[src/rtl/uart_rx_pkg.sv]
// -----------------------------------------------------------------------------
// uart_rx_pkg
// Shared definitions for the serial receiver: FSM state encoding, default
// frame width and the bit-counter width helper.
// -----------------------------------------------------------------------------
package uart_rx_pkg;

   localparam int SIZE_DEFAULT = 32;

   typedef enum logic [1:0] {
      IDLE   = 2'b00,
      DATA   = 2'b01,
      PARITY = 2'b10,
      STOP   = 2'b11
   } state_t;

   // One spare bit so the counter reaches size without wrapping.
   function automatic int cnt_width(input int n);
      return $clog2(n) + 1;
   endfunction

endpackage

[src/rtl/uart_rx_if.sv]
// -----------------------------------------------------------------------------
// uart_rx_if
// Serial line plus receiver result signals.
//   RxSerialData : serial line into the receiver (idles high)
//   DataOut      : last frame received without error
//   DoneRx       : one-cycle pulse, DataOut just updated
//   Flag_out     : parity-error NACK back to the transmitter (parity cycle)
//   FrameErr     : one-cycle pulse, stop bit sampled low
// master = line driver / result consumer, slave = receiver.
// -----------------------------------------------------------------------------
interface uart_rx_if import uart_rx_pkg::*; #(
   parameter int size = SIZE_DEFAULT
) ();

   logic            RxSerialData;
   logic [size-1:0] DataOut;
   logic            DoneRx;
   logic            Flag_out;
   logic            FrameErr;

   modport master (
      output RxSerialData,
      input  DataOut,
      input  DoneRx,
      input  Flag_out,
      input  FrameErr
   );

   modport slave (
      input  RxSerialData,
      output DataOut,
      output DoneRx,
      output Flag_out,
      output FrameErr
   );

endinterface

[src/rtl/uart_rx_paritygen.sv]
// -----------------------------------------------------------------------------
// uart_rx_paritygen
// Running XOR of the serial input, one bit per clock.
//   clk   : bit clock
//   rst_p : synchronous clear, held high while no frame is being accumulated
//   ip    : serial bit to fold in
//   op    : accumulated parity of the bits seen since rst_p dropped
// -----------------------------------------------------------------------------
module uart_rx_paritygen (
   input  logic clk,
   input  logic rst_p,
   input  logic ip,
   output logic op
);

   logic par_q;
   logic par_d;

   always_comb begin
      par_d = rst_p ? 1'b0 : (par_q ^ ip);
   end

   always_ff @(posedge clk) begin
      par_q <= par_d;
   end

   assign op = par_q;

endmodule

[src/rtl/uart_rx.sv]
// -----------------------------------------------------------------------------
// uart_rx
// Frame receiver sampling one line bit per bit-clock edge.
// Frame: start(0), size data bits LSB first, even-parity bit, stop(1).
//   CLK_Baudin : bit clock, one sample per rising edge
//   RstRx      : asynchronous active-high reset
//   rx         : uart_rx_if.slave (line in, DataOut/DoneRx/Flag_out/FrameErr)
// -----------------------------------------------------------------------------
module uart_rx import uart_rx_pkg::*; #(
   parameter int size = SIZE_DEFAULT
) (
   input  logic      CLK_Baudin,
   input  logic      RstRx,
   uart_rx_if.slave  rx
);

   localparam int               CNT_W    = cnt_width(size);
   localparam logic [CNT_W-1:0] LAST_BIT = CNT_W'(size - 1);

   state_t            state_q, state_d;
   logic [CNT_W-1:0]  cnt_q, cnt_d;
   logic [size-1:0]   shift_q, shift_d;
   logic [size-1:0]   data_q, data_d;
   logic              done_q, done_d;
   logic              ferr_q, ferr_d;
   logic              perr_q, perr_d;

   logic              line;
   logic              par_acc;
   logic              par_rst;
   logic              par_mismatch;

   assign line = rx.RxSerialData;

   // Accumulator is held clear in IDLE so it starts fresh with data bit 0.
   assign par_rst = RstRx | (state_q == IDLE);

   uart_rx_paritygen u_paritygen (
      .clk   (CLK_Baudin),
      .rst_p (par_rst),
      .ip    (line),
      .op    (par_acc)
   );

   assign par_mismatch = line ^ par_acc;

   // Combinational so the transmitter sees the NACK within the parity cycle.
   assign rx.Flag_out = (state_q == PARITY) & par_mismatch;
   assign rx.DataOut  = data_q;
   assign rx.DoneRx   = done_q;
   assign rx.FrameErr = ferr_q;

   always_comb begin
      state_d = state_q;
      cnt_d   = cnt_q;
      shift_d = shift_q;
      data_d  = data_q;
      perr_d  = perr_q;
      done_d  = 1'b0;
      ferr_d  = 1'b0;

      case (state_q)
         IDLE: begin
            // Any low sample is taken as a start bit.
            if (!line) begin
               state_d = DATA;
               cnt_d   = '0;
            end
         end
         DATA: begin
            // LSB arrives first, so shifting right leaves it at bit 0.
            shift_d = {line, shift_q[size-1:1]};
            cnt_d   = cnt_q + CNT_W'(1);
            if (cnt_q == LAST_BIT) begin
               state_d = PARITY;
            end
         end
         PARITY: begin
            perr_d  = par_mismatch;
            state_d = STOP;
         end
         STOP: begin
            if (!perr_q) begin
               if (line) begin
                  data_d = shift_q;
                  done_d = 1'b1;
               end else begin
                  ferr_d = 1'b1;
               end
            end
            state_d = IDLE;
         end
         default: begin
            state_d = IDLE;
         end
      endcase
   end

   always_ff @(posedge CLK_Baudin or posedge RstRx) begin
      if (RstRx) begin
         state_q <= IDLE;
         cnt_q   <= '0;
         shift_q <= '0;
         data_q  <= '0;
         done_q  <= 1'b0;
         ferr_q  <= 1'b0;
         perr_q  <= 1'b0;
      end else begin
         state_q <= state_d;
         cnt_q   <= cnt_d;
         shift_q <= shift_d;
         data_q  <= data_d;
         done_q  <= done_d;
         ferr_q  <= ferr_d;
         perr_q  <= perr_d;
      end
   end

endmodule

[src/flat_wrapper.sv]
// flat-port wrapper written by rule: the top's interface ports become plain ports
module uart_rx_flat import uart_rx_pkg::*;
#(
   parameter int size = SIZE_DEFAULT
)
  (CLK_Baudin, RstRx, rx_RxSerialData, rx_DataOut, rx_DoneRx, rx_Flag_out, rx_FrameErr);
  uart_rx_if #(.size(size)) rx_i ();
  input  logic CLK_Baudin;
  input  logic RstRx;
  input wire logic [$bits(rx_i.RxSerialData)-1:0] rx_RxSerialData;
  output wire logic [$bits(rx_i.DataOut)-1:0] rx_DataOut;
  output wire logic [$bits(rx_i.DoneRx)-1:0] rx_DoneRx;
  output wire logic [$bits(rx_i.Flag_out)-1:0] rx_Flag_out;
  output wire logic [$bits(rx_i.FrameErr)-1:0] rx_FrameErr;
  assign rx_i.RxSerialData = rx_RxSerialData;
  assign rx_DataOut = rx_i.DataOut;
  assign rx_DoneRx = rx_i.DoneRx;
  assign rx_Flag_out = rx_i.Flag_out;
  assign rx_FrameErr = rx_i.FrameErr;
  uart_rx #(.size(size)) u_core (.CLK_Baudin(CLK_Baudin), .RstRx(RstRx), .rx(rx_i));
endmodule
[config.mk]
export PLATFORM = sky130hd
export DESIGN_NAME = uart_rx_flat
export DESIGN_NICKNAME = d
export VERILOG_FILES = /design/src/rtl/uart_rx_pkg.sv /design/src/rtl/uart_rx_if.sv /design/src/rtl/uart_rx_paritygen.sv /design/src/rtl/uart_rx.sv /design/src/flat_wrapper.sv
export SDC_FILE = /design/constraint.sdc
export NUM_CORES = 1
export LEC_CHECK = 0
export ABC_CLOCK_PERIOD_IN_PS = 3700
export BUFFER_PORTS_ARGS = -buffer_cell sky130_fd_sc_hd__buf_2
export CAP_MARGIN = 15
export CORE_ASPECT_RATIO = 0.9
export CORE_MARGIN = 5
export CORE_UTILIZATION = 50
export CTS_BUF_LIST = sky130_fd_sc_hd__clkbuf_4 sky130_fd_sc_hd__clkbuf_8
export DETAILED_ROUTE_END_ITERATION = 8
export PLACE_DENSITY = 0.7
export SETUP_SLACK_MARGIN = 0.4
export SLEW_MARGIN = 5
export SYNTH_ARGS = -nofsm -noshare
export SYNTH_HDL_FRONTEND = slang
export SYNTH_SLANG_ARGS = --single-unit
[constraint.sdc]
create_clock -name CLK_Baudin -period 3.7 [get_ports CLK_Baudin]
set_input_delay 0.185 -clock CLK_Baudin [delete_from_list [all_inputs] [get_ports CLK_Baudin]]
set_output_delay 0.185 -clock CLK_Baudin [all_outputs]
set_load 0.01 [all_outputs]
---- After elaboration in Yosys (flattened, before gate mapping) ----
Cells that the tools add are included.
Widths: inputs -> output; s select.
operators by class
  add/sub/neg operators ................... 1
  multiply operators ...................... 0
  div/mod/pow operators ................... 0
  $lt $le $gt $ge ......................... 0
  equality and inequality tests ........... 6
  shifts and indexed selects .............. 0
  mux-type cells .......................... 11
  bitwise logic cells ..................... 4
  reduce and logical (&&, ||, !) cells .... 5
operators by type and width
  kind                 number
  $pmux 6 s2           1
  $pmux 2 s4           1
  $add 6x1->6 const B  1
  $eq 6x5->1 const B   1
  $mux 1               6
  $mux 6               1
  $eq 2x2->1 const B   2
  $mux 2               2
  $reduce_and 2->1     2
  $reduce_and 3->1     1
  $eq 2x1->1 const B   1
  $logic_not 2->1      1
  $ne 2x1->1 const B   1
  $ne 2x2->1 const B   1
  $reduce_bool 2->1    1
  $and 1x1->1          1
  $not 1->1            1
  $or 1x1->1           1
  $xor 1x1->1          1
word-level totals
  bits in registers ....................... 76
  bits in latches ......................... 0
  memory bits (writable) .................. 0
  bits in read-only memories .............. 0
  input port bits ......................... 3
  output and inout bits ................... 35
  memories ................................ 0

---- Depth between registers and ports, before layout ----
Gate-level depths: netlist of the first run.
  depth after elaboration ................. 3
  mapped depth ............................ 7
  mapped depth without buffers ............ 6

---- Modules after synthesis ----
A second synthesis of the first run with hierarchy kept.
second synthesis, totals
  cells, all modules ...................... 205
  area total of the unflattened synthesis .. 3079.2 um2
by module, submodules not included
  module             instances  cells an instance  area an instance (um2)  sequential area each (um2)
  uart_rx            1          202                3046.7                  1876.8
  uart_rx_paritygen  1          3                  32.5                    20.0

---- Least setup slack after synthesis of the first run ----
Ideal clock, no wire load.
  kind .................................... reg-to-reg
  from .................................... register u_core.state_q[1]
  to ...................................... register u_core.shift_q[31]
  setup time .............................. 0.125 ns
  data arrival time ....................... 1.203 ns
  data required time ...................... 3.575 ns
  slack ................................... 2.372 ns
  cell stages (with the launch flop) ...... 5
  buffers on the path ..................... 1
  cell sequence ........................... dfrtp_1 -> inv_1 -> ha_1 -> buf_2 -> mux2_2
on the way
  word-level cells in the longest chain between the ends .. 1
ends and longest elaborated chain
  item                      RTL line        text
  start: declaration        uart_rx.sv:20   state_t state_q, state_d;
  start signal: assignment  uart_rx.sv:109  state_q <= state_d;
  $eq 2x1->1                uart_rx.sv:62   case (state_q)
  end signal: assignment    uart_rx.sv:111  shift_q <= shift_d;
  end: declaration          uart_rx.sv:22   logic [size-1:0] shift_q, shift_d;
No other way between the ends.
A chain may end at the register's enable or synchronous reset.

---- Final worst setup path of the first run ----
  from .................................... register u_core.state_q[0]
  to ...................................... register u_core.data_q[3], in the netlist u_core.rx.DataOut[3]
on the way
  word-level cells in the longest chain between the ends .. 2
ends and longest elaborated chain
  item                               RTL line        text
  $eq 2x2->1                         uart_rx.sv:62
  $reduce_and 3->1 (no source line)  --
  end signal: assignment             uart_rx.sv:112  data_q <= data_d;
  end: declaration                   uart_rx.sv:23   logic [size-1:0] data_q, data_d;
No other way between the ends.

==> results.txt, run 1 <==
----------------------------------------------------
[Cells and area]
  Area grow syn2layout ... 16.5%
  Nets@finish ... 313
  Layout cells sized above 1 ... 0.303
  Final antenna diode count ... 0
  Count of placed standard cells in the final layout, fillers left out ... 380

[CTS]
  Hold buffer count at cts ... 0
  Number of buffers added by the clock tree synthesis step ... 9
  Clock slew at reported path FFs ... 0.07 ns
  Clock latency reported for the late side of the worst-skew pair ... 0.34 ns
  Root cell of the clock tree ... sky130_fd_sc_hd__clkbuf_8
  Clock Sinks ... 76
  Number of instances resized during post-cts repair ... 0
  Buffers inserted by post-CTS timing repair ... 0
  TritonCTS clock tree ... yes
  Total number of H-tree levels ... 3
  Deepest clock path buffer count ... 2

[Global routing]
  Wire length of the first global-routing pass ... 8940 microns
  Maximum number of pins on one net before global-route repair ... 49
  Initial antenna violation count ... 0
  Global-route usage over all layers ... 0.145
  Residual overflow from global routing ... 0
  Vias in the first global route ... 1957

[Detailed routing]
  Met2 routed WL ... 2340 microns
  Via-to-Cell Ratio ... 5.05
  Highest routed metal layer ... met4
  Routed Wire Length ... 5000 microns
  Count of unresolved DRC violations after routing ... 0
  Count of vias placed by the detailed router ... 1918
  Met3 routed WL ... 197 microns
  Post-route antenna net violation count ... 0
  Routed wirelength normalized by instance count ... 13.2 microns
  DRT iter0 DRCs ... 53
  Number of detailed-route iterations in the first pass ... 4
  Length of routed wiring on met1 ... 2370 microns

[Die]
  I/O Pins ... 38
  Effective utilization at floorplan ... 0.524
  Placeable core area ... 5760 sq um
  Die height ... 83.7 microns
  Number of rows created at floorplan ... 26
  Die area ... 7690 sq um
  Die width ... 91.9 microns

[Synth]
  Leading area contributor after synthesis ... sky130_fd_sc_hd__dfrtp_1
  Number of warning messages in the yosys log ... 0
  Multiplexer share of the synthesized area ... 0.126
  Area share of the largest cell type after synthesis ... 0.622
  Main combinational cell family by area after synthesis ... simple AND/OR/NAND/NOR gates
  Post-Synthesis Mean Instance Area ... 11.4 sq um
  Cell types with the largest area share after synthesis ... sky130_fd_sc_hd__dfrtp_1 (62%), sky130_fd_sc_hd__nand2_1 (13%), sky130_fd_sc_hd__mux2_2 (12%)
  Basic-gate share of the synthesized area counting and, or, nand and nor cells ... 0.164
  Gate count after technology mapping ... 266
  Net count after synthesis ... 274
  Share of the synthesized area in compound gates (AO/OA/AOI/OAI) ... 0.0303
  Sequential-to-total area share from yosys stat ... 0.628
  Register bit total from synthesis ... 76
  Adder-cell share of the synthesized area ... 0.0207
  Area of the mapped netlist ... 3020 sq um
  Xor and xnor fraction of the mapped netlist area ... 0.00290
  Number of unique standard cell types used by synthesis ... 30

[STA]
  Worst Hold Margin ... 0.0313 ns
  Period minus WS final ... 2.08 ns
  Number of hold violations in the final report ... 0
  Portion of the clock cycle consumed by the worst path in the final layout ... 0.562
  Sum of negative setup slack ... 0 ns
  Slew Limit Headroom ... 0.357
  RSZ-0062 raised after global routing ... no
  Maximum clock frequency ... 481 MHz
  Final WS setup ... 1.62 ns
  Final Skew ... 0.00706 ns
  Final setup violation count ... 0
  Least-Margin Pin Slew ... 0.964 ns
  Fin. max-slew vios ... 0

[Critical path]
  Crit path DAT ... 2.36 ns
  CP endpoint kind ... flip-flop
  Req. time, crit path ... 3.98 ns
  Type of origin of the critical path ... flip-flop
  Register-to-Register Setup Slack ... 1.62 ns
  Start-to-end type of the worst setup path ... flip-flop to flip-flop
  Critical path fanouts, max ... 33

[Place]
  Final RePlAce weighted congestion ... 0.682
  Dpl cells ... 364
  Final HPWL from detailed placement ... 3210 microns
  Buffers added on ports ... 37
  Post-Place Setup Slack ... 1.54 ns

[Power and ir drop]
  Power Dens Cells ... 776 nW/um^2
  Worst vdd rail ir drop ... 0.000268 V
  Cell leakage power ... 0.00190 uW

[Worst hold path]
  Class of the tightest hold or removal check ... input pin to flip-flop

[Run status]
  Outcome ... complete, no violations

[Job]
  Max-cap violation count ... 0

----------------------------------------------------
[final timing paths]
check / start / to / cells after the start
setup reg to reg: u_core.state_q[0]$_DFFE_PP0P_ / u_core.rx.DataOut[3]$_DFFE_PP0P_ / 5
hold reg to reg: u_core.perr_q$_DFFE_PP0P_ / u_core.rx.FrameErr$_DFF_PP0_ / 1
max in group asynchronous: RstRx / u_core.cnt_q[5]$_DFFE_PP0P_ / 3
min in group asynchronous: RstRx / u_core.cnt_q[2]$_DFFE_PP0P_ / 2
hold / removal: RstRx / u_core.u_paritygen.op$_SDFF_PP0_ / 2
setup / recovery: u_core.state_q[0]$_DFFE_PP0P_ / u_core.rx.DataOut[3]$_DFFE_PP0P_ / 5
[per-stage QoR]
stage / power, uW / cell area, sq um / utilization
finish: 2730 / 3520 / 0.611
global route: 2900 / 3520 / 0.611
CTS: 2770 / 3520 / 0.611
detailed placement: 1920 / 3240 / 0.563
global placement: 1900 / 3240 / 0.563
floorplan: 1730 / 3020 / -
[sequential cells by signal, summed over array words and instances (netlist names)]
register,cells
u_core.u_paritygen.op,1
u_core.cnt_q,6
u_core.state_q,2
u_core.rx.DataOut,32
u_core.rx.FrameErr,1
u_core.shift_q,32
u_core.perr_q,1
u_core.rx.DoneRx,1
[cell usage after synthesis]
master	instances
sky130_fd_sc_hd__dfxtp_1	1
sky130_fd_sc_hd__nand3b_1	1
sky130_fd_sc_hd__nand3_2	2
sky130_fd_sc_hd__o21ai_1	1
sky130_fd_sc_hd__inv_1	4
sky130_fd_sc_hd__buf_6	1
sky130_fd_sc_hd__buf_2	5
sky130_fd_sc_hd__a32o_1	1
sky130_fd_sc_hd__nand3b_2	1
sky130_fd_sc_hd__nor2_1	3
sky130_fd_sc_hd__nand2b_1	1
sky130_fd_sc_hd__clkbuf_1	2
sky130_fd_sc_hd__and3_1	1
sky130_fd_sc_hd__inv_2	1
sky130_fd_sc_hd__o21ai_2	1
sky130_fd_sc_hd__xnor2_1	1
sky130_fd_sc_hd__nand2_1	102
sky130_fd_sc_hd__dfrtp_1	75
sky130_fd_sc_hd__a31o_1	1
sky130_fd_sc_hd__ha_1	5
sky130_fd_sc_hd__mux2i_1	2
sky130_fd_sc_hd__buf_4	3
sky130_fd_sc_hd__o21ai_0	4
sky130_fd_sc_hd__a22o_1	1
sky130_fd_sc_hd__nor2b_1	1
sky130_fd_sc_hd__nand3_1	2
sky130_fd_sc_hd__mux2_2	32
sky130_fd_sc_hd__nor3_1	2
sky130_fd_sc_hd__a21oi_1	6
sky130_fd_sc_hd__nor3b_1	3
[final cells by class]
cell class                 instances  area [sq um]
fill                             483          2240
tap                               70          87.6
clock inverter                     4           120
timing repair buffer              39           200
inverter                           5          18.8
clock buffer                      12           153
sequential                        76          1900
multi-input combinational        174          1040
[worst max-delay path, cell delays in order (launching register included)]
cell	delay [ns]
sky130_fd_sc_hd__dfrtp_1	0.40
sky130_fd_sc_hd__ha_1	0.20
sky130_fd_sc_hd__nand3b_2	0.54
sky130_fd_sc_hd__inv_2	0.67
sky130_fd_sc_hd__nand2_1	0.13
sky130_fd_sc_hd__nand2_1	0.08
[metal layers]
layer / vias up / global-route usage
li1: 942 / -
met1: 934 / 0.184
met2: 32 / 0.233
met3: 10 / 0.0451
met4: 0 / 0.0567
met5: - / 0
[placed cells by master (no fill, tap or decap), drive strengths merged]
cell    instances
a21oi           6
a22o            1
a31o            1
a32o            1
and3            1
buf            39
bufinv          4
clkbuf         12
dfrtp          75
dfxtp           1
ha              5
inv             5
mux2           32
mux2i           2
nand2         102
nand2b          1
nand3           4
nand3b          2
nor2            3
nor2b           1
nor3            2
nor3b           3
o21ai           6
xnor2           1
[where the power goes]
| group | internal [uW] | switching (uW) | total, uW | leakage, uW |
|---|---|---|---|---|
| Clock | 550 | 281 | 831 | 0.000138 |
| Combinational | 338 | 368 | 706 | 0.000759 |
| Sequential | 1050 | 142 | 1190 | 0.00101 |
| Total | 1940 | 790 | 2730 | 0.00190 |
[kinds of logic after synthesis]
logic type | Yosys count
AO/OA/AOI/OAI | 15
XOR/XNOR | 1
adder cells (fa/ha/maj) | 5
buffers and inverters | 16
flip-flops | 76
multiplexers | 34
AND/OR/NAND/NOR | 119
Power figures use the tool's default switching activity.
==> run 2, diff against run 1 <==
--- a/config.mk
+++ b/config.mk
@@ -5,7 +5,7 @@
 export SDC_FILE = /design/constraint.sdc
 export NUM_CORES = 1
 export LEC_CHECK = 0
-export ABC_CLOCK_PERIOD_IN_PS = 3700
+export ABC_CLOCK_PERIOD_IN_PS = 1800
 export BUFFER_PORTS_ARGS = -buffer_cell sky130_fd_sc_hd__buf_2
 export CAP_MARGIN = 15
 export CORE_ASPECT_RATIO = 0.9
@@ -13,7 +13,7 @@
 export CORE_UTILIZATION = 50
 export CTS_BUF_LIST = sky130_fd_sc_hd__clkbuf_4 sky130_fd_sc_hd__clkbuf_8
 export DETAILED_ROUTE_END_ITERATION = 8
-export PLACE_DENSITY = 0.7
+export PLACE_DENSITY = 0.73
 export SETUP_SLACK_MARGIN = 0.4
 export SLEW_MARGIN = 5
 export SYNTH_ARGS = -nofsm -noshare
==> constraint.sdc (replaced) <==
create_clock -name CLK_Baudin -period 1.8 [get_ports CLK_Baudin]
set_input_delay 0.09 -clock CLK_Baudin [delete_from_list [all_inputs] [get_ports CLK_Baudin]]
set_output_delay 0.09 -clock CLK_Baudin [all_outputs]
set_load 0.01 [all_outputs]
==> run 2 against run 1 <==
Flip-flop and latch count is the same. Clock-buffer cell count up 1. Largest cell class unchanged. Combinational power rose to 2.5 times the previous value.
==> results.txt, run 2 (same netlist as run 1, synthesis figures left out) <==
----------------------------------------------------
[Critical path]
  Type of origin of the critical path ... flip-flop
  Critical-path cell with the highest stage delay ... sky130_fd_sc_hd__dfrtp_2
  Crit-path cells ... inv_2 > ha_4 > nand2_2 > buf_6 > nor3b_1 > a21oi_1 > o21ai_0
  CP endpoint kind ... flip-flop
  Critical path fanouts, max ... 8
  Crit path DAT ... 1.66 ns
  Start-to-end type of the worst setup path ... flip-flop to flip-flop
  Req. time, crit path ... 2.02 ns
  Delay of the slowest critical-path stage ... 0.42 ns

[Detailed routing]
  Met2 routed WL ... 2540 microns
  Via-to-Cell Ratio ... 5.03
  Routed wirelength normalized by instance count ... 13.5 microns
  Count of vias placed by the detailed router ... 1961
  Met3 routed WL ... 194 microns
  Number of detailed-route iterations in the first pass ... 5
  Highest routed metal layer ... met4
  Count of unresolved DRC violations after routing ... 0
  Post-route antenna net violation count ... 0
  Routed Wire Length ... 5250 microns
  DRT iter0 DRCs ... 104
  Length of routed wiring on met1 ... 2440 microns

[STA]
  Final Skew ... 0.00532 ns
  Portion of the clock cycle consumed by the worst path in the final layout ... 0.801
  Period minus WS final ... 1.44 ns
  Slew Limit Headroom ... 0.738
  Least-Margin Pin Slew ... 0.393 ns
  Final setup violation count ... 0
  Number of hold violations in the final report ... 0
  RSZ-0062 raised after global routing ... yes
  Maximum clock frequency ... 694 MHz
  Fin. max-slew vios ... 0
  Sum of negative setup slack ... 0 ns

[Die]
  Die width ... 91.9 microns
  Die area ... 7690 sq um
  Number of rows created at floorplan ... 26
  Die height ... 83.7 microns
  Effective utilization at floorplan ... 0.524
  Placeable core area ... 5760 sq um
  I/O Pins ... 38

[Power and ir drop]
  Combinational share of power ... 0.329
  NetSw ... 1760 uW
  Internal power ... 3710 uW
  Clock Power Share ... 0.223
  Reg power frac ... 0.448
  Power Dens Cells ... 1510 nW/um^2
  Net switching fraction of the power ... 0.322
  Cell leakage power ... 0.00193 uW
  Worst vdd rail ir drop ... 0.000601 V
  Design Power ... 5470 uW

[CTS]
  Root cell of the clock tree ... sky130_fd_sc_hd__clkbuf_8
  Deepest clock path buffer count ... 2
  Total number of H-tree levels ... 3
  Clock Sinks ... 76
  Clock slew at reported path FFs ... 0.07 ns
  Clock latency reported for the late side of the worst-skew pair ... 0.34 ns
  Number of buffers added by the clock tree synthesis step ... 9
  TritonCTS clock tree ... yes

[Global routing]
  Initial antenna violation count ... 0
  Vias in the first global route ... 1971
  Residual overflow from global routing ... 0
  Maximum number of pins on one net before global-route repair ... 76
  Global-route usage over all layers ... 0.146
  Wire length of the first global-routing pass ... 9030 microns

[Place]
  Cell area reported after detailed placement ... 3290 sq um
  Buffers added on ports ... 37
  Final RePlAce weighted congestion ... 0.760
  Final HPWL from detailed placement ... 3400 microns
  Dpl cells ... 368

[Cells and area]
  Filler instances ... 467
  Commonest non-fill, non-tap cells in the layout ... sky130_fd_sc_hd__nand2_1 (101), sky130_fd_sc_hd__dfrtp_1 (74), sky130_fd_sc_hd__buf_2 (37)
  Nets@finish ... 323
  Area grow syn2layout ... 20.1%
  Final antenna diode count ... 0
  Leading cell type in the layout, fill and taps excluded ... sky130_fd_sc_hd__nand2_1
  Final standard cell area without fillers ... 3630 sq um
  Count of placed standard cells in the final layout, fillers left out ... 390
  Utilization after layout ... 0.630
  Layout cells sized above 1 ... 0.350

[Worst hold path]
  Class of the tightest hold or removal check ... input pin to flip-flop

[Job]
  Max-cap violation count ... 0

[Run status]
  Outcome ... complete, no violations

----------------------------------------------------
[run 2: power groups by stage]
stage               clock [uW]  sequential, uW  combinational, uW
finish                    1220            2450               1800
global route              1340            2520               1990
CTS                       1250            2460               1620
detailed placement           0            2490               1540
global placement             0            2460               1490
floorplan                    0            2490               1070
[run 2: routing by layer]
layer	global-route usage	vias up
met1	0.184	953
met5	0	-
li1	-	966
met3	0.0370	8
met4	0.0769	0
met2	0.231	34
[run 2: stage by stage]
stage          setup slack, ns  hold slack [ns]
2_1_floorplan            0.472            0.160
3_3_place_gp             0.265            0.242
3_5_place_dp             0.247            0.249
4_1_cts                  0.362           0.0150
5_1_grt                  0.300           0.0583
6_report                 0.359           0.0636
[run 2: timing repair]
action | CTS | global route
endpoints found under the setup margin | 64 | 72
gates cloned | 0 | 0
hold buffers | 1 | 0
hold endpoints to repair | 76 | 0
gates resized for setup | 11 | 14
setup buffers | 1 | 4
pin swaps | 0 | 1
[run 2: path summary, 6_finish.rpt]
path                                               start                                 to  slack, ns  depth (start not counted)
min reg2reg                u_core.shift_q[0]$_DFFE_PP0P_   u_core.rx.DataOut[0]$_DFFE_PP0P_       0.47                          2
max reg2reg                u_core.state_q[1]$_DFFE_PP0P_        u_core.cnt_q[4]$_DFFE_PP0P_       0.36                          7
max                        u_core.state_q[1]$_DFFE_PP0P_        u_core.cnt_q[4]$_DFFE_PP0P_       0.36                          7
max in group asynchronous                          RstRx      u_core.state_q[1]$_DFFE_PP0P_       1.06                          4
min in group asynchronous                          RstRx  u_core.rx.DataOut[25]$_DFFE_PP0P_       0.41                          4
min                                      rx_RxSerialData       u_core.rx.FrameErr$_DFF_PP0_       0.06                          2
[run 2: cell type report]
class	count	area, sq um	share of cell area
clock buffers	13	173	0.0476
multi-input cells	174	1100	0.303
flip-flops and latches	76	1900	0.523
inverters	5	30.0	0.00828
well taps	70	87.6	0.0241
clock inverters	3	20.0	0.00552
repair buffers	49	322	0.0887
[run 2: worst max-delay path, delay by kind of cell (launching register included)]
kind | cells | cell delay, ns
AO/OA/AOI/OAI | 2 | 0.23
adder cells (fa/ha/maj) | 1 | 0.18
buffers and inverters | 2 | 0.27
flip-flops | 1 | 0.42
AND/OR/NAND/NOR | 2 | 0.23
==> run 3, diff against run 2 <==
--- a/config.mk
+++ b/config.mk
@@ -5,7 +5,7 @@
 export SDC_FILE = /design/constraint.sdc
 export NUM_CORES = 1
 export LEC_CHECK = 0
-export ABC_CLOCK_PERIOD_IN_PS = 1800
+export ABC_CLOCK_PERIOD_IN_PS = 1200
 export BUFFER_PORTS_ARGS = -buffer_cell sky130_fd_sc_hd__buf_2
 export CAP_MARGIN = 15
 export CORE_ASPECT_RATIO = 0.9
==> constraint.sdc (replaced) <==
create_clock -name CLK_Baudin -period 1.2 [get_ports CLK_Baudin]
set_input_delay 0.06 -clock CLK_Baudin [delete_from_list [all_inputs] [get_ports CLK_Baudin]]
set_output_delay 0.06 -clock CLK_Baudin [all_outputs]
set_load 0.01 [all_outputs]
==> run 3 against run 2 <==
The run now ends with setup timing left. Clock skew increased by 0.0060 ns. Clock-buffer cell count is 3 lower. Non-clock buffer count rose by 47. Critical path depth is 1 higher. Maximum frequency fell by 1.8%. Sequential power grew 51%. Via count rose by 13%. Largest power group is now combinational logic.
==> results.txt, run 3 (same netlist as run 1, synthesis figures left out) <==
----------------------------------------------------
[Run status]
  Outcome ... finished, violations left
  Violations in the final reports ... setup timing

[Global routing]
  Vias in the first global route ... 2195
  Residual overflow from global routing ... 0
  Initial antenna violation count ... 0
  Global-route usage over all layers ... 0.171
  Wire length of the first global-routing pass ... 10300 microns
  Maximum number of pins on one net before global-route repair ... 76

[Cells and area]
  Nets@finish ... 370
  Layout cells sized above 1 ... 0.452
  Filler instances ... 388
  Commonest non-fill, non-tap cells in the layout ... sky130_fd_sc_hd__nand2_1 (101), sky130_fd_sc_hd__dfrtp_1 (74), sky130_fd_sc_hd__buf_4 (44)
  Utilization after layout ... 0.740
  Area grow syn2layout ... 41.1%
  Final antenna diode count ... 0
  Leading cell type in the layout, fill and taps excluded ... sky130_fd_sc_hd__nand2_1

[Detailed routing]
  Post-route antenna net violation count ... 0
  Via-to-Cell Ratio ... 5.06
  DRT iter0 DRCs ... 119
  Count of unresolved DRC violations after routing ... 0
  Count of vias placed by the detailed router ... 2213
  Routed wirelength normalized by instance count ... 15.6 microns
  Number of detailed-route iterations in the first pass ... 4
  Routed Wire Length ... 6800 microns

[Worst hold path]
  Class of the tightest hold or removal check ... input pin to flip-flop

[Place]
  Final HPWL from detailed placement ... 3530 microns
  Buffers added on ports ... 37
  Final RePlAce weighted congestion ... 0.710

[CTS]
  Root cell of the clock tree ... sky130_fd_sc_hd__clkbuf_8
  Clock slew at reported path FFs ... 0.08 ns
  Clock Sinks ... 76
  Clock latency reported for the late side of the worst-skew pair ... 0.35 ns
  Total number of H-tree levels ... 3
  Number of buffers added by the clock tree synthesis step ... 9
  Deepest clock path buffer count ... 2
  TritonCTS clock tree ... yes

[Critical path]
  Delay of the slowest critical-path stage ... 0.45 ns
  Crit path max-delay family ... flip-flops
  Req. time, crit path ... 1.43 ns
  Critical-path cell with the highest stage delay ... sky130_fd_sc_hd__dfrtp_2
  Buffers & Inverters on Critical Path ... 3
  Crit-path cells ... inv_2 > buf_4 > ha_4 > nand2_4 > buf_12 > nor3b_2 > a21oi_1 > o21ai_1
  Crit path DAT ... 1.70 ns
  Type of origin of the critical path ... flip-flop
  Critical path fanouts, max ... 6
  Start-to-end type of the worst setup path ... flip-flop to flip-flop
  CP endpoint kind ... flip-flop

[Die]
  Placeable core area ... 5760 sq um
  Number of rows created at floorplan ... 26
  Die height ... 83.7 microns
  I/O Pins ... 38
  Die width ... 91.9 microns
  Die area ... 7690 sq um
  Effective utilization at floorplan ... 0.524

[STA]
  Final Skew ... 0.0113 ns
  Portion of the clock cycle consumed by the worst path in the final layout ... 1.22
  Final WS setup ... -0.267 ns
  Final setup violation count ... 74
  Least-Margin Pin Slew ... 0.457 ns
  RSZ-0062 raised after global routing ... yes
  Slew Limit Headroom ... 0.693
  Period minus WS final ... 1.47 ns
  Maximum clock frequency ... 681 MHz
  Number of hold violations in the final report ... 0
  Fin. max-slew vios ... 0
  Sum of negative setup slack ... -11.95 ns

[Power and ir drop]
  Worst vdd rail ir drop ... 0.00111 V
  Cell leakage power ... 0.00230 uW
  Power Dens Cells ... 2300 nW/um^2

[Job]
  Max-cap violation count ... 0

----------------------------------------------------
==> run 3: changes by cell type in the layout (fill, tap and decap cells not counted), sizes merged <==
| cell | previous run | this run |
|---|---|---|
| clkinvlp | 3 | 2 |
| inv | 4 | 5 |
| clkbuf | 13 | 12 |
| buf | 48 | 93 |
| clkinv | 1 | 4 |
==> run 3: per-layer routing <==
layer | wire [microns] | global-route usage | up-vias
li1 | - | - | 1053
met1 | 2880 | 0.202 | 1109
met2 | 3560 | 0.286 | 43
met3 | 275 | 0.0604 | 8
met4 | 82 | 0.0661 | 0
met5 | 0 | 0 | -
==> run 3: through the flow <==
stage | cells | setup WS (ns) | hold slack [ns] | instance area, sq um | power, uW
2_1_floorplan | 266 | -0.0455 | 0.130 | 3120 | 5630
3_3_place_gp | 381 | -0.204 | 0.212 | 3510 | 6530
3_5_place_dp | 381 | -0.288 | 0.223 | 3510 | 6640
4_1_cts | 418 | -0.194 | 0.00593 | 4030 | 9260
5_1_grt | 437 | -0.304 | 0.000111 | 4260 | 10300
6_report | 437 | -0.267 | 0.0114 | 4260 | 9780
==> run 3: worst paths after layout <==
path	startpoint	to	slack [ns]	cells after the start
max	u_core.state_q[0]$_DFFE_PP0P_	u_core.cnt_q[3]$_DFFE_PP0P_	-0.27	8
min	rx_RxSerialData	u_core.rx.FrameErr$_DFF_PP0_	0.01	2
max reg2reg	u_core.state_q[0]$_DFFE_PP0P_	u_core.cnt_q[3]$_DFFE_PP0P_	-0.27	8
min reg2reg	u_core.rx.DataOut[29]$_DFFE_PP0P_	u_core.rx.DataOut[29]$_DFFE_PP0P_	0.47	2
max in group asynchronous	RstRx	u_core.shift_q[28]$_DFFE_PP0P_	0.60	4
min in group asynchronous	RstRx	u_core.shift_q[6]$_DFFE_PP0P_	0.39	4
==> run 3: layout make-up <==
type                            count  area, sq um  share of cell area
Inverter                            5         35.0             0.00822
Timing Repair Buffer               96          816               0.191
Sequential cell                    76         1900               0.446
Multi-Input combinational cell    174         1250               0.294
Clock inverter                      6         40.0             0.00940
Tap cell                           70         87.6              0.0206
Clock buffer                       10          131              0.0308
==> run 3: power breakdown <==
group / leakage [uW] / switching [uW] / internal, uW / total [uW]
clock: 0.0000898 / 941 / 773 / 1710
combinational: 0.00120 / 1810 / 2560 / 4370
sequential: 0.00101 / 459 / 3240 / 3700
==> run 3: what timing repair did <==
item / 4_1_cts / 5_1_grt
gates resized for setup: 45 / 10
hold buffers: 1 / 0
pin swaps: 7 / 6
gates cloned: 1 / 2
endpoints found under the hold margin: 76 / 0
endpoints found under the setup margin: 111 / 112
setup buffers: 19 / 17
==> run 3: worst reg2reg max path, delay by kind of cell (launching register included) <==
family	cells	cell delay [ns]
and+or+nand+nor	2	0.22
buffers and inverters	3	0.33
AOI/OAI and AO/OA	2	0.19
DFF	1	0.45
adders and majority gates	1	0.15
